===== src/rtl/register_bank.sv =====
// DEPTH x WIDTH history store with enable-gated load/shift/rotate/clear and per-entry valid flags.
// Contents and status update together on the clock edge; reads are combinational from current state.
module register_bank #(
   parameter int WIDTH = 5,
   parameter int DEPTH = 4,
   parameter int AW    = 2
) (
   input  logic             clk,
   input  logic             rst_n,
   input  logic             enable,
   input  logic [1:0]       mode,
   input  logic [AW-1:0]    addr,
   input  logic [WIDTH-1:0] Data,
   output logic [WIDTH-1:0] Q,
   output logic [WIDTH-1:0] Q_tail,
   output logic [AW:0]      occupancy,
   output logic             full,
   output logic             empty
);

   typedef enum logic [1:0] {
      MODE_LOAD   = 2'b00,
      MODE_SHIFT  = 2'b01,
      MODE_ROTATE = 2'b10,
      MODE_CLEAR  = 2'b11
   } mode_e;

   localparam logic [AW:0] DEPTH_W = (AW+1)'(DEPTH);

   logic [WIDTH-1:0] entry_q [DEPTH];
   logic [WIDTH-1:0] entry_d [DEPTH];
   logic [DEPTH-1:0] valid_q, valid_d;
   logic [AW:0]      occ_q, occ_d;
   logic             full_q, full_d;
   logic             empty_q, empty_d;
   logic             addr_ok;

   // Addresses beyond DEPTH drop writes and read as zero.
   assign addr_ok = ({1'b0, addr} < DEPTH_W);

   always_comb begin
      entry_d = entry_q;
      valid_d = valid_q;
      if (enable) begin
         case (mode_e'(mode))
            MODE_LOAD: begin
               if (addr_ok) begin
                  entry_d[addr] = Data;
                  valid_d[addr] = 1'b1;
               end
            end
            MODE_SHIFT: begin
               entry_d[0] = Data;
               for (int i = 1; i < DEPTH; i++) entry_d[i] = entry_q[i-1];
               valid_d = {valid_q[DEPTH-2:0], 1'b1};
            end
            MODE_ROTATE: begin
               entry_d[0] = entry_q[DEPTH-1];
               for (int i = 1; i < DEPTH; i++) entry_d[i] = entry_q[i-1];
               valid_d = {valid_q[DEPTH-2:0], valid_q[DEPTH-1]};
            end
            MODE_CLEAR: begin
               for (int i = 0; i < DEPTH; i++) entry_d[i] = '0;
               valid_d = '0;
            end
            default: ;
         endcase
      end
   end

   // Status is computed from the next valid vector so it never lags the data.
   always_comb begin
      occ_d = '0;
      for (int i = 0; i < DEPTH; i++) occ_d = occ_d + {{AW{1'b0}}, valid_d[i]};
      full_d  = (occ_d == DEPTH_W);
      empty_d = (occ_d == '0);
   end

   always_ff @(posedge clk or negedge rst_n) begin
      if (!rst_n) begin
         for (int i = 0; i < DEPTH; i++) entry_q[i] <= '0;
         valid_q <= '0;
         occ_q   <= '0;
         full_q  <= 1'b0;
         empty_q <= 1'b1;
      end else begin
         for (int i = 0; i < DEPTH; i++) entry_q[i] <= entry_d[i];
         valid_q <= valid_d;
         occ_q   <= occ_d;
         full_q  <= full_d;
         empty_q <= empty_d;
      end
   end

   assign Q         = addr_ok ? entry_q[addr] : '0;
   assign Q_tail    = entry_q[DEPTH-1];
   assign occupancy = occ_q;
   assign full      = full_q;
   assign empty     = empty_q;

endmodule


===== config.mk =====
export PLATFORM = sky130hd
export DESIGN_NAME = register_bank
export DESIGN_NICKNAME = d
export VERILOG_FILES = /design/src/rtl/register_bank.sv
export SDC_FILE = /design/constraint.sdc
export NUM_CORES = 1
export LEC_CHECK = 0
export CAP_MARGIN = 30
export CORE_MARGIN = 2
export CORE_UTILIZATION = 45
export DETAILED_ROUTE_END_ITERATION = 8
export GPL_TIMING_DRIVEN = 0
export PLACE_DENSITY = 0.75
export SYNTH_ARGS = -nofsm -noshare
export SYNTH_HDL_FRONTEND = slang
export SYNTH_SLANG_ARGS = --single-unit

===== constraint.sdc =====
create_clock -name clk -period 5.7 [get_ports clk]
set_input_delay 1.425 -clock clk [delete_from_list [all_inputs] [get_ports clk]]
set_output_delay 1.425 -clock clk [all_outputs]
set_load 0.03 [all_outputs]

==> results.toml <==
[outcome]
outcome = "complete, no violations"

[power_and_ir_drop]
internal-power_uw = 441
power_frac_comb_pct = 32.7
p_sw_share_pct = 31.8
vdd_drop_max_uv = 143
cellLeakagePower_nw = 0.886
clockPowerShare_pct = 27.2
power_density_nw_per_um2 = 311
seqPwrFrac_pct = 40.1
power.switching_uw = 206

[worst_setup_path]
required_ns = 4.28
rrSetupSlack_ns = 3.43
cp_max_fo = 10
timing_worst_setup_path_type = "input pin to primary output"
r2r_end = "full"
r2r_cells = 7
crit_path_start = "addr[0]"
worst_r2r_startpoint = "valid_q[2]"
arrival_ns = 2.74
startpoint_type = "input pin"
worstSetupEndpointType = "primary output"

[finish]
final_common_cell = "dfrtp_1"
fin_cells = 206
final_cell_mix = "dfrtp_1 (28), clkdlybuf4s50_1 (22), mux2_2 (15), a32o_1 (15), buf_4 (7)"
drive_above_1_share_pct = 31.6
fillers = 319
area_growth_pct = 23.6
multi_input_area_um2 = 846
final_nets = 172
post-route-util_pct = 57.4
regArea_um2 = 727
diodes = 0
fin_area_um2 = 2080

[yosys]
postSynthAreaPerCell_um2 = 13.3
synth.net_count = 142
ys_warn_count = 0
synth_cell_types = 31
ys_seq_area_share_pct = 43.1
syn_inst = 127
yosys-top-cells-area = "dfrtp_1 (42%), mux2_2 (10%), a32o_1 (8.9%), mux4_2 (6.7%), mux2_4 (4.5%)"
syn_area_um2 = 1690
synth_largest_area_cell = "dfrtp_1"
synth_top_cell_area_share_pct = 41.5
ys_seq_elements = 29

[clock_tree]
cts_made_buffers = 5
cts_resized = 0
clk_path_buf_depth = 2
clk_latency_ns = 0.29
cts_setup_buffers = 0
clock_sinks = 29
cts-root-buf = "clkbuf_8"
hold_buffers = 0
tritoncts = "built"
cts_htree_levels = 2
clk_pin_slew_worst_paths_ns = 0.06

[floorplanning]
die_height_um = 65.2
die_w_um = 65.2
rows = 22
dieArea_um2 = 4250
io_pins = 27
start_util_pct = 46.4
coreArea_um2 = 3630

[routing]
drtIter0Drc = 65
viasPerCell = 5.79
antenna_left = 0
num_vias = 1192
first_pass_iters = 4
finalWirelength_um = 3800
drc = 0
wl_per_cell_um = 18.4

[timing]
worstMarginPinSlew_ns = 0.763
max_freq_mhz = 240
setup_viol = 0
skew_ns = 0.00788
setup_tns_ns = 0
fin_crit_ns = 4.17
slew_headroom_pct = 49.0
final-max-slew-violation-count = 0
period_share_pct = 73.1
rsz0062_at_grt = "false"
timing_hold_violations_final = 0
setup_ws_ns = 1.53

[global_route]
grt_usage_pct = 20.4
grt_max_degree = 17
overflow = 0
grt_pass1_wl_um = 6280
antenna_found_initial = 0
grt_pass1_vias = 1238

[placement]
post-place-cells = 198
gp_congestion = 0.822
io_buffers = 22
place_area_um2 = 1990
dp_hpwl_um = 2690
pre_cts_slack_ns = 1.44

[worst_hold_path]
hold_class = "flip-flop to flip-flop"
holdPathStages = 1

[flow_run]
maxCapViolCount = 0
layout make-up:
type	count	share of cell area [%]
Buffer	14	4.92
Clock buffer	8	4.32
Inverter	3	0.540
Multi-Input combinational cell	81	40.6
Sequential cell	29	34.9
Tap cell	48	2.88
Timing Repair Buffer	23	11.9
power by group through the flow:
stage | sequential [mW] | combinational [mW] | clock [mW]
4_1_cts | 0.260 | 0.214 | 0.179
6_report | 0.260 | 0.212 | 0.176
5_1_grt | 0.264 | 0.227 | 0.189
3_5_place_dp | 0.264 | 0.213 | 0
3_3_place_gp | 0.261 | 0.206 | 0
2_1_floorplan | 0.288 | 0.108 | 0
synth_stat cells:
library cell and number:
dfstp_2 1, xor2_1 1, nor3b_1 1, mux4_2 5
buf_6 3, nand2_1 1, mux2_4 5, o21ba_2 1
clkbuf_2 1, a2bb2oi_1 1, nor2_1 2, o21ai_0 6
o21a_4 1, and2b_1 2, fa_1 1, o21ai_4 3
nand3b_1 5, a32o_1 15, and2_1 1, clkbuf_1 3
buf_4 7, a32oi_1 1, inv_1 3, nor3_1 1
or2_4 1, ha_1 2, dfrtp_1 28, nand2b_1 6
a22oi_1 2, maj3_1 2, mux2_2 15
metal layers:
layer / routed length [µm] / part of all wire [%] / vias to the layer above / track usage, %
li1: - / - / 541 / -
met1: 1560 / 41 / 608 / 24.4
met2: 1940 / 51 / 37 / 32.9
met3: 214 / 5.6 / 6 / 4.62
met4: 80 / 2.1 / 0 / 13.3
met5: 0 / 0 / - / 0
cells by family (layout without fill, tap and decap cells):
family | count (synthesis) | after routing | synth area share [%]
mux | 25 | 25 | 21.1
xor+xnor | 1 | 1 | 0.519
compound gates | 30 | 30 | 17.0
buf+inv | 17 | 48 | 6.75
fa+ha+maj | 5 | 5 | 3.86
flops | 29 | 29 | 43.1
simple gates | 20 | 20 | 7.64
critical path, stage by stage:
cell,delay [ns]
buf_4,0.17
mux4_2,0.53
clkdlybuf4s50_1,0.61
worst max path at each step:
stage                end  slack [ns]  cells after the start
global route        Q[0]        1.51                      3
global placement    full        1.53                      9
CTS                 Q[2]        1.53                      3
finish              Q[2]        1.53                      3
floorplan           Q[0]        2.09                      2
detailed placement  full        1.44                      9
per-stage QoR:
stage                     total power, mW  hold slack (ns)
after global placement              0.467            0.508
final                               0.648            0.534
after global routing                0.680            0.557
after detailed placement            0.477            0.518
after floorplan                     0.397            0.497
after CTS                           0.652            0.533
No activity file was read; power rests on OpenSTA's default activity.
